==> config.mk <==
export PLATFORM = sky130hd
export DESIGN_NAME = ext_int_conditioner_flat
export DESIGN_NICKNAME = d
export VERILOG_FILES = /design/src/rtl/ext_int_pkg.sv /design/src/rtl/ext_int_conditioner_if.sv /design/src/rtl/ext_int_chan.sv /design/src/rtl/ext_int_conditioner.sv /design/src/flat_wrapper.sv
export SDC_FILE = /design/constraint.sdc
export NUM_CORES = 1
export LEC_CHECK = 0
export ABC_CLOCK_PERIOD_IN_PS = 1470
export BUFFER_PORTS_ARGS = -buffer_cell sky130_fd_sc_hd__buf_2
export CORE_MARGIN = 4
export CORE_UTILIZATION = 45
export DETAILED_ROUTE_END_ITERATION = 16
export GPL_TIMING_DRIVEN = 0
export PLACE_DENSITY_LB_ADDON = 0.08
export SYNTH_ARGS = -nofsm -noshare
export SYNTH_HDL_FRONTEND = slang
export SYNTH_SLANG_ARGS = --single-unit
==> constraint.sdc <==
create_clock -name clock -period 1.47 [get_ports clock]
set_clock_uncertainty 0.05 [all_clocks]
set_input_delay 0.0735 -clock clock [delete_from_list [all_inputs] [get_ports clock]]
set_output_delay 0.0735 -clock clock [all_outputs]
set_load 0.01 [all_outputs]
==> src/rtl/ext_int_pkg.sv <==
// ext_int_pkg
// Shared definitions for the external interrupt conditioner:
//   - edge_mode_e : per-channel edge selection (off / rising / falling / both)
//   - DB_W        : width of each channel's debounce counter
//   - edge_enabled: decides whether a detected transition is reported
package ext_int_pkg;

  localparam int DB_W = 16;

  typedef enum logic [1:0] {
    MODE_OFF  = 2'b00,
    MODE_RISE = 2'b01,
    MODE_FALL = 2'b10,
    MODE_BOTH = 2'b11
  } edge_mode_e;

  // A transition is reported only if the selected mode covers its direction.
  function automatic logic edge_enabled(input edge_mode_e mode,
                                        input logic rise,
                                        input logic fall);
    return (rise && (mode == MODE_RISE || mode == MODE_BOTH)) ||
           (fall && (mode == MODE_FALL || mode == MODE_BOTH));
  endfunction

endpackage

==> src/rtl/ext_int_conditioner_if.sv <==
// ext_int_conditioner_if
// Bundles the pin-side inputs and core-side outputs of the conditioner.
//   pins_in   : raw asynchronous pin levels, one per channel
//   mode      : 2 bits per channel, [2c+1:2c]
//   ack       : clears pending/overflow of a channel
//   int_pulse : one-cycle event pulse per channel
//   pending   : latched event flag per channel
//   overflow  : sticky "event while pending" flag per channel
//   level     : debounced pin level per channel
// master drives the pins/mode/ack side, slave is the conditioner itself.
interface ext_int_conditioner_if #(
  parameter int N_CH = 2
);
  logic [N_CH-1:0]   pins_in;
  logic [2*N_CH-1:0] mode;
  logic [N_CH-1:0]   ack;
  logic [N_CH-1:0]   int_pulse;
  logic [N_CH-1:0]   pending;
  logic [N_CH-1:0]   overflow;
  logic [N_CH-1:0]   level;

  modport master (
    output pins_in, mode, ack,
    input  int_pulse, pending, overflow, level
  );

  modport slave (
    input  pins_in, mode, ack,
    output int_pulse, pending, overflow, level
  );
endinterface

==> src/rtl/ext_int_chan.sv <==
// ext_int_chan
// One conditioned interrupt channel: 2-flop synchroniser, debounce filter,
// edge detection gated by mode, and pending/overflow bookkeeping.
// Ports:
//   clock, reset : system clock, synchronous active-high reset
//   pin_in       : raw asynchronous pin
//   mode         : edge selection for this channel
//   ack          : clears pending and overflow
//   int_pulse    : one-cycle event pulse
//   pending      : latched event flag
//   overflow     : event arrived while pending was already set
//   level        : debounced pin level
module ext_int_chan
  import ext_int_pkg::*;
#(
  parameter int   DEBOUNCE_CYCLES = 16,
  parameter logic IDLE_LEVEL      = 1'b0
) (
  input  logic       clock,
  input  logic       reset,
  input  logic       pin_in,
  input  edge_mode_e mode,
  input  logic       ack,
  output logic       int_pulse,
  output logic       pending,
  output logic       overflow,
  output logic       level
);

  localparam logic [DB_W-1:0] DB_LAST = DB_W'(DEBOUNCE_CYCLES - 1);

  logic            s1;
  logic            s2;
  logic            stable;
  logic            stable_d;
  logic [DB_W-1:0] cnt;
  logic            rise;
  logic            fall;
  logic            evt;
  logic            pending_q;
  logic            overflow_q;

  // Two-flop synchroniser; resets to the idle level so release is quiet.
  always_ff @(posedge clock) begin
    if (reset) begin
      s1 <= IDLE_LEVEL;
      s2 <= IDLE_LEVEL;
    end else begin
      s1 <= pin_in;
      s2 <= s1;
    end
  end

  // Debounce: a new level must be seen DEBOUNCE_CYCLES times in a row.
  // Any return to the stable level restarts the count, so it never wraps.
  always_ff @(posedge clock) begin
    if (reset) begin
      cnt    <= '0;
      stable <= IDLE_LEVEL;
    end else if (s2 == stable) begin
      cnt <= '0;
    end else if (cnt == DB_LAST) begin
      stable <= s2;
      cnt    <= '0;
    end else begin
      cnt <= cnt + DB_W'(1);
    end
  end

  // Previous stable level for edge detection.
  always_ff @(posedge clock) begin
    if (reset) begin
      stable_d <= IDLE_LEVEL;
    end else begin
      stable_d <= stable;
    end
  end

  // Event is built from registers only, so the pulse is glitch-free.
  // Mode is applied here, so changing it alone can never make an edge.
  always_comb begin
    rise = stable & ~stable_d;
    fall = ~stable & stable_d;
    evt  = edge_enabled(mode, rise, fall);
  end

  // An event beats a same-cycle ack; an ack that coincides with an event
  // still clears a previous overflow.
  always_ff @(posedge clock) begin
    if (reset) begin
      pending_q  <= 1'b0;
      overflow_q <= 1'b0;
    end else if (evt && pending_q && !ack) begin
      overflow_q <= 1'b1;
    end else if (evt) begin
      pending_q <= 1'b1;
      if (ack) begin
        overflow_q <= 1'b0;
      end
    end else if (ack) begin
      pending_q  <= 1'b0;
      overflow_q <= 1'b0;
    end
  end

  assign int_pulse = evt;
  assign pending   = pending_q;
  assign overflow  = overflow_q;
  assign level     = stable;

endmodule

==> src/rtl/ext_int_conditioner.sv <==
// ext_int_conditioner
// N_CH independent interrupt conditioning channels between the board pins
// and the core's external interrupt inputs.
// Ports:
//   clock : system clock (clock-wizard output)
//   reset : synchronous active-high reset
//   bus   : slave side of ext_int_conditioner_if (pins_in, mode, ack in;
//           int_pulse, pending, overflow, level out)
module ext_int_conditioner
  import ext_int_pkg::*;
#(
  parameter int              N_CH            = 2,
  parameter int              DEBOUNCE_CYCLES = 16,
  parameter logic [N_CH-1:0] IDLE_LEVEL      = '0
) (
  input logic                  clock,
  input logic                  reset,
  ext_int_conditioner_if.slave bus
);

  logic [N_CH-1:0] pulse_v;
  logic [N_CH-1:0] pending_v;
  logic [N_CH-1:0] overflow_v;
  logic [N_CH-1:0] level_v;

  for (genvar c = 0; c < N_CH; c++) begin : g_ch
    ext_int_chan #(
      .DEBOUNCE_CYCLES(DEBOUNCE_CYCLES),
      .IDLE_LEVEL     (IDLE_LEVEL[c])
    ) u_chan (
      .clock    (clock),
      .reset    (reset),
      .pin_in   (bus.pins_in[c]),
      .mode     (edge_mode_e'(bus.mode[2*c +: 2])),
      .ack      (bus.ack[c]),
      .int_pulse(pulse_v[c]),
      .pending  (pending_v[c]),
      .overflow (overflow_v[c]),
      .level    (level_v[c])
    );
  end

  assign bus.int_pulse = pulse_v;
  assign bus.pending   = pending_v;
  assign bus.overflow  = overflow_v;
  assign bus.level     = level_v;

endmodule

==> src/flat_wrapper.sv <==
// flat-port wrapper written by rule: the top's interface ports become plain ports
module ext_int_conditioner_flat import ext_int_pkg::*;
#(
  parameter int              N_CH            = 2,
  parameter int              DEBOUNCE_CYCLES = 16,
  parameter logic [N_CH-1:0] IDLE_LEVEL      = '0
)
  (clock, reset, bus_pins_in, bus_mode, bus_ack, bus_int_pulse, bus_pending, bus_overflow, bus_level);
  ext_int_conditioner_if #(.N_CH(N_CH)) bus_i ();
  input logic clock;
  input logic reset;
  input wire logic [$bits(bus_i.pins_in)-1:0] bus_pins_in;
  input wire logic [$bits(bus_i.mode)-1:0] bus_mode;
  input wire logic [$bits(bus_i.ack)-1:0] bus_ack;
  output wire logic [$bits(bus_i.int_pulse)-1:0] bus_int_pulse;
  output wire logic [$bits(bus_i.pending)-1:0] bus_pending;
  output wire logic [$bits(bus_i.overflow)-1:0] bus_overflow;
  output wire logic [$bits(bus_i.level)-1:0] bus_level;
  assign bus_i.pins_in = bus_pins_in;
  assign bus_i.mode = bus_mode;
  assign bus_i.ack = bus_ack;
  assign bus_int_pulse = bus_i.int_pulse;
  assign bus_pending = bus_i.pending;
  assign bus_overflow = bus_i.overflow;
  assign bus_level = bus_i.level;
  ext_int_conditioner #(.N_CH(N_CH), .DEBOUNCE_CYCLES(DEBOUNCE_CYCLES), .IDLE_LEVEL(IDLE_LEVEL)) u_core (.clock(clock), .reset(reset), .bus(bus_i));
endmodule
# Word-level counts from Yosys, hierarchy flattened
# Index checks and enable logic that the tools add are counted.
# classes
n_bitwise	12
eq_ne	10
addsub	2
n_reduce_logical	26
mux	6
# op_table
operator	n
adder 16 x 1 -> 16 bit (second input constant)	2
equality test 16 x 4 -> 1 bit (second input constant)	2
equality test 2 bit (second input constant)	4
logical AND 1 bit	8
NOT 1 bit	8
AND reduction 2 bit	4
nonzero test 2 bit	4
logical OR 1 bit	6
two-way mux 1 bit	6
OR reduction 3 bit	2
AND 1 bit	4
equality test 2 x 1 -> 1 bit (second input constant)	2
equality test 1 bit	2
zero test 1 bit	2
# totals
wordCells	70
regBits	44

# Logic depth before layout (Yosys ltp)
# depth
depth_word	8
depth_mapped	6
mapped_depth_nobuf	5

# By module
# Synthesis repeated with hierarchy kept, for this count alone.
# unflattened
cells_unflattened	198
area_unflattened_um2	1929.4
# by_module_without_submodules
module	cells_per_inst	area_per_inst_um2	seq_area_each_um2	instances
ext_int_chan	99	964.7	440.4	2

# Worst setup path after synthesis
# Ideal clock, no wire load.
# synth_path
path_type	register to register
start	reg u_core.g_ch[0].u_chan.cnt[0]
end	reg u_core.g_ch[0].u_chan.cnt[11]
period_less_slack_ns	1.556
n_path_buf	1
arrival_time_ns	1.389
required_ns	1.303
path_stages_with_launch	7
setup_slack_ns	-0.086
cell_sequence	dfxtp_1 ha_1 nand3_1 nand4b_1 nand2_1 buf_2 nor2_1
# synth_via
elab_chain_cells	2
word_cells_on_any_way	3
cone_classes	add/sub (1); eq/ne (1); reduce/logical (1)
# synth_rtl
element	line	source
start: declaration	ext_int_chan.sv:36	logic [DB_W-1:0] cnt;
start signal: assignment	ext_int_chan.sv:66	cnt <= cnt + DB_W'(1);
branches (longest 2 deep; another with adder 16 x 1 -> 16 bit)	-	
# Several ways; the timed one is not identified.
# A chain may end at the register's enable or synchronous reset.

# Final worst setup path
# layout_path
start	reg u_core.g_ch[0].u_chan.cnt[1]
end	reg u_core.g_ch[0].u_chan.stable
# layout_via
elab_chain_cells	2
# layout_rtl
element	line	source
equality test 16 x 4 -> 1 bit	ext_int_chan.sv:62	end else if (cnt == DB_LAST) begin
AND reduction 2 bit (no line)	-	
end signal: assignment	ext_int_chan.sv:59	stable <= IDLE_LEVEL;
end signal: assignment	ext_int_chan.sv:63	stable <= s2;
end: declaration	ext_int_chan.sv:34	logic stable;
# Every way passes these cells.

==> metrics.txt <==
antenna violations before repair=0; proportion of layout cells with a drive suffix above 1=32.5%; max cap viols=0; WL/cell=12.5 µm; global-route wire length before repair=6.37 mm; first-pass iteration count of the detailed router=4; overall overflow remaining after global route=0; syn nets=224; data required time at the worst endpoint=1.59 ns; kind of end point of the critical path=flop; largest net degree at the start of global routing=14; remaining antenna violation count=0; Avg Vias per Cell=5.19; maximum single-stage delay on the critical path=0.38 ns; run status=completed; crit path max-delay cell type=sky130_fd_sc_hd__dfxtp_4; routed vias=1,583; number of setup violations in the final report=0; critical path type=flop to flop; remaining design rule violation count=0; final critical delay including setup and external delays=1.43 ns; cell-by-cell listing of the critical path=ha_4, nand3_4, nand4b_1, buf_4, mux2i_1, nor2_1; CTS Buffer Depth=2; Data arrival, critical path=1.55 ns; area of the core=4030 µm²; final layout net count=267; global-route total usage across every layer=15.2%; vias in the first global route=1,518; Pins Over Slew Limit=0; die boundary width=72.7 µm; number of diodes=0; worst setup margin=0.0394 ns; VDD IR-drop max=0.000601 V; PD cells=795 nW/µm²; Die ar.=5290 µm²; Filler cells=362; flip-flop and latch area=916 µm²; number of warnings printed during yosys synthesis=0; final critical-path share of the clock period=97.3%; leakage power figure=0.849 nW; cell area after synthesis=1890 µm²; Initial Util=46.8%; synthesized instance count=212; drt first-iter violations=128; Skew-Pair Late Insertion Delay=0.29 ns; pre-CTS setup slack=-0.256 ns; CTS tree=built; Hold/Removal Path Class=primary input to flop; number of sinks handled by clock tree synthesis=44; TritonCTS Buffers=5; final hold violation count=0; DP Wirelength=2.51 mm; post-synthesis to final-layout area growth=29.8%; Cell variety after synth=27; area of the multi-input gates=1030 µm²; kind of start point of the critical path=flop; crit-path max FO=6; clock-pin slew of the registers on the worst-case setup and hold paths=0.08 ns; max-slew headroom at the worst pin=70.1%; Hold Slack=0.165 ns; maximum level of the CTS H-tree=2; overall die height=72.7 µm; number of placed I/O pins=18; total of flip-flops plus latches after synthesis=44; aggregate routed wire length=3.81 mm; highest achievable clock rate=699 MHz; # port buffers=17; setup repair after global routing missed its margin=yes; clock tree root buffer cell=sky130_fd_sc_hd__clkbuf_8; std cell rows=23; fraction of the yosys area taken by sequential cells=46.7%; post-synthesis area per instance=8.89 µm²; weighted congestion reported at the end of routability-driven placement=0.794; transition time at the pin with the least slew margin=0.449 ns
[kinds of logic after synthesis]
logic type / synth area share, %
buffers and inverters: 5.57
multiplexers: 1.06
AO/OA/AOI/OAI: 2.85
XOR/XNOR: 13.0
adder cells (fa/ha/maj): 1.33
flip-flops: 46.7
AND/OR/NAND/NOR: 29.5
[routing by layer]
| metal | GRT usage (%) | share of wire (%) |
|---|---|---|
| met5 | 0 | 0 |
| met3 | 4.27 | 3.3 |
| met2 | 27.2 | 52 |
| met1 | 16.3 | 43 |
| met4 | 7.17 | 2.1 |
[cell usage after synthesis]
| cell type | count | share of area, % |
|---|---|---|
| sky130_fd_sc_hd__ha_1 | 2 | 1.3 |
| sky130_fd_sc_hd__and2_1 | 1 | 0.33 |
| sky130_fd_sc_hd__nand4_1 | 8 | 2.7 |
| sky130_fd_sc_hd__mux2i_1 | 2 | 1.1 |
| sky130_fd_sc_hd__buf_4 | 8 | 3.2 |
| sky130_fd_sc_hd__nor2b_1 | 7 | 2.3 |
| sky130_fd_sc_hd__or2_1 | 1 | 0.33 |
| sky130_fd_sc_hd__nand2_1 | 12 | 2.4 |
| sky130_fd_sc_hd__nand3b_1 | 2 | 0.80 |
| sky130_fd_sc_hd__a31o_2 | 1 | 0.46 |
| sky130_fd_sc_hd__nand3_1 | 9 | 2.4 |
| sky130_fd_sc_hd__nand4b_1 | 2 | 0.93 |
| sky130_fd_sc_hd__and4_1 | 2 | 0.93 |
| sky130_fd_sc_hd__xor2_1 | 6 | 2.8 |
| sky130_fd_sc_hd__nor4_1 | 12 | 4.0 |
| sky130_fd_sc_hd__inv_1 | 7 | 1.4 |
| sky130_fd_sc_hd__buf_2 | 3 | 0.80 |
| sky130_fd_sc_hd__dfxtp_1 | 44 | 47 |
| sky130_fd_sc_hd__nor2_1 | 34 | 6.8 |
| sky130_fd_sc_hd__and3_1 | 3 | 1.0 |
| sky130_fd_sc_hd__o21ai_0 | 3 | 0.80 |
| sky130_fd_sc_hd__or3_1 | 1 | 0.33 |
| sky130_fd_sc_hd__a21oi_1 | 6 | 1.6 |
| sky130_fd_sc_hd__nand4_4 | 1 | 1.1 |
| sky130_fd_sc_hd__xnor2_1 | 22 | 10 |
| sky130_fd_sc_hd__nor3_1 | 12 | 3.2 |
| sky130_fd_sc_hd__clkbuf_1 | 1 | 0.20 |
[layout by cell type (no fill, tap or decap), types with 7 or more instances in the layout]
cell / netlist / final
sky130_fd_sc_hd__nor2_1: 34 / 34
sky130_fd_sc_hd__nor2b_1: 7 / 7
sky130_fd_sc_hd__dfxtp_2: 0 / 10
sky130_fd_sc_hd__nor4_2: 0 / 8
sky130_fd_sc_hd__inv_1: 7 / 7
sky130_fd_sc_hd__dfxtp_1: 44 / 28
sky130_fd_sc_hd__xnor2_1: 22 / 22
sky130_fd_sc_hd__nand4_1: 8 / 8
sky130_fd_sc_hd__buf_2: 3 / 17
sky130_fd_sc_hd__nor3_1: 12 / 12
sky130_fd_sc_hd__nand2_1: 12 / 10
sky130_fd_sc_hd__buf_4: 8 / 23
[registers in the layout, indices dropped and copies added (netlist names)]
register,count
u_core.g_ch.u_chan.s1,2
u_core.g_ch.u_chan.pending,2
u_core.g_ch.u_chan.cnt,32
u_core.g_ch.u_chan.level,2
u_core.g_ch.u_chan.s2,2
u_core.g_ch.u_chan.overflow,2
u_core.g_ch.u_chan.stable_d,2
[path summary, 6_finish.rpt]
check | start | to | slack, ns | depth (start not counted)
worst max-delay path | u_core.g_ch[0].u_chan.cnt[1]$_SDFF_PP0_ | u_core.g_ch[0].u_chan.level$_SDFFE_PP0P_ | 0.04 | 6
worst min-delay path | bus_mode[2] | u_core.g_ch[1].u_chan.pending$_SDFFE_PP0P_ | 0.17 | 5
worst max register to register | u_core.g_ch[0].u_chan.cnt[1]$_SDFF_PP0_ | u_core.g_ch[0].u_chan.level$_SDFFE_PP0P_ | 0.04 | 6
worst min register to register | u_core.g_ch[1].u_chan.s1$_SDFF_PP0_ | u_core.g_ch[1].u_chan.s2$_SDFF_PP0_ | 0.40 | 1
[stage by stage]
step                std cells  power, mW  TNS, ns  utilization, %  cell area (µm²)
floorplan                 212       1.25        0               -             1900
global placement          279       1.27    -4.89            50.8             2050
detailed placement        279       1.27    -4.91            50.8             2050
CTS                       300       1.99        0            57.2             2300
global route              305       2.04  -0.0939            60.7             2450
finish                    305       1.95        0            60.7             2450
[report_power, final]
| group | total [mW] | leakage (nW) | internal, mW | switching, mW |
|---|---|---|---|---|
| clock | 0.699 | 0.0400 | 0.321 | 0.377 |
| sequential | 1.19 | 0.365 | 1.19 | 0.00433 |
| combinational | 0.0550 | 0.443 | 0.0305 | 0.0244 |
| total | 1.95 | 0.849 | 1.54 | 0.406 |
[area by class of cell]
| cell class | count | share of cell area (%) |
|---|---|---|
| sequential | 44 | 37.4 |
| clock inverter | 2 | 0.511 |
| tap | 50 | 2.56 |
| timing repair buffer | 37 | 10.2 |
| inverter | 7 | 1.07 |
| buffer | 11 | 3.37 |
| clock buffer | 5 | 2.81 |
| multi-input combinational | 149 | 42.0 |
[worst max-delay path: cells and delay by family (launching register included)]
kind | cells | cell delay, ns
adders and majority gates | 1 | 0.15
muxes | 1 | 0.13
DFF | 1 | 0.38
and+or+nand+nor | 3 | 0.42
buffers and inverters | 1 | 0.19
[repair_timing]
| action | CTS | global route |
|---|---|---|
| hold buffers | 6 | 0 |
| endpoints found under the setup margin | 30 | 30 |
| pin swaps | 5 | 12 |
| setup buffers | 8 | 6 |
| resized for setup | 14 | 29 |
| hold endpoints to repair | 7 | 0 |
Power figures use the tool's default switching activity.
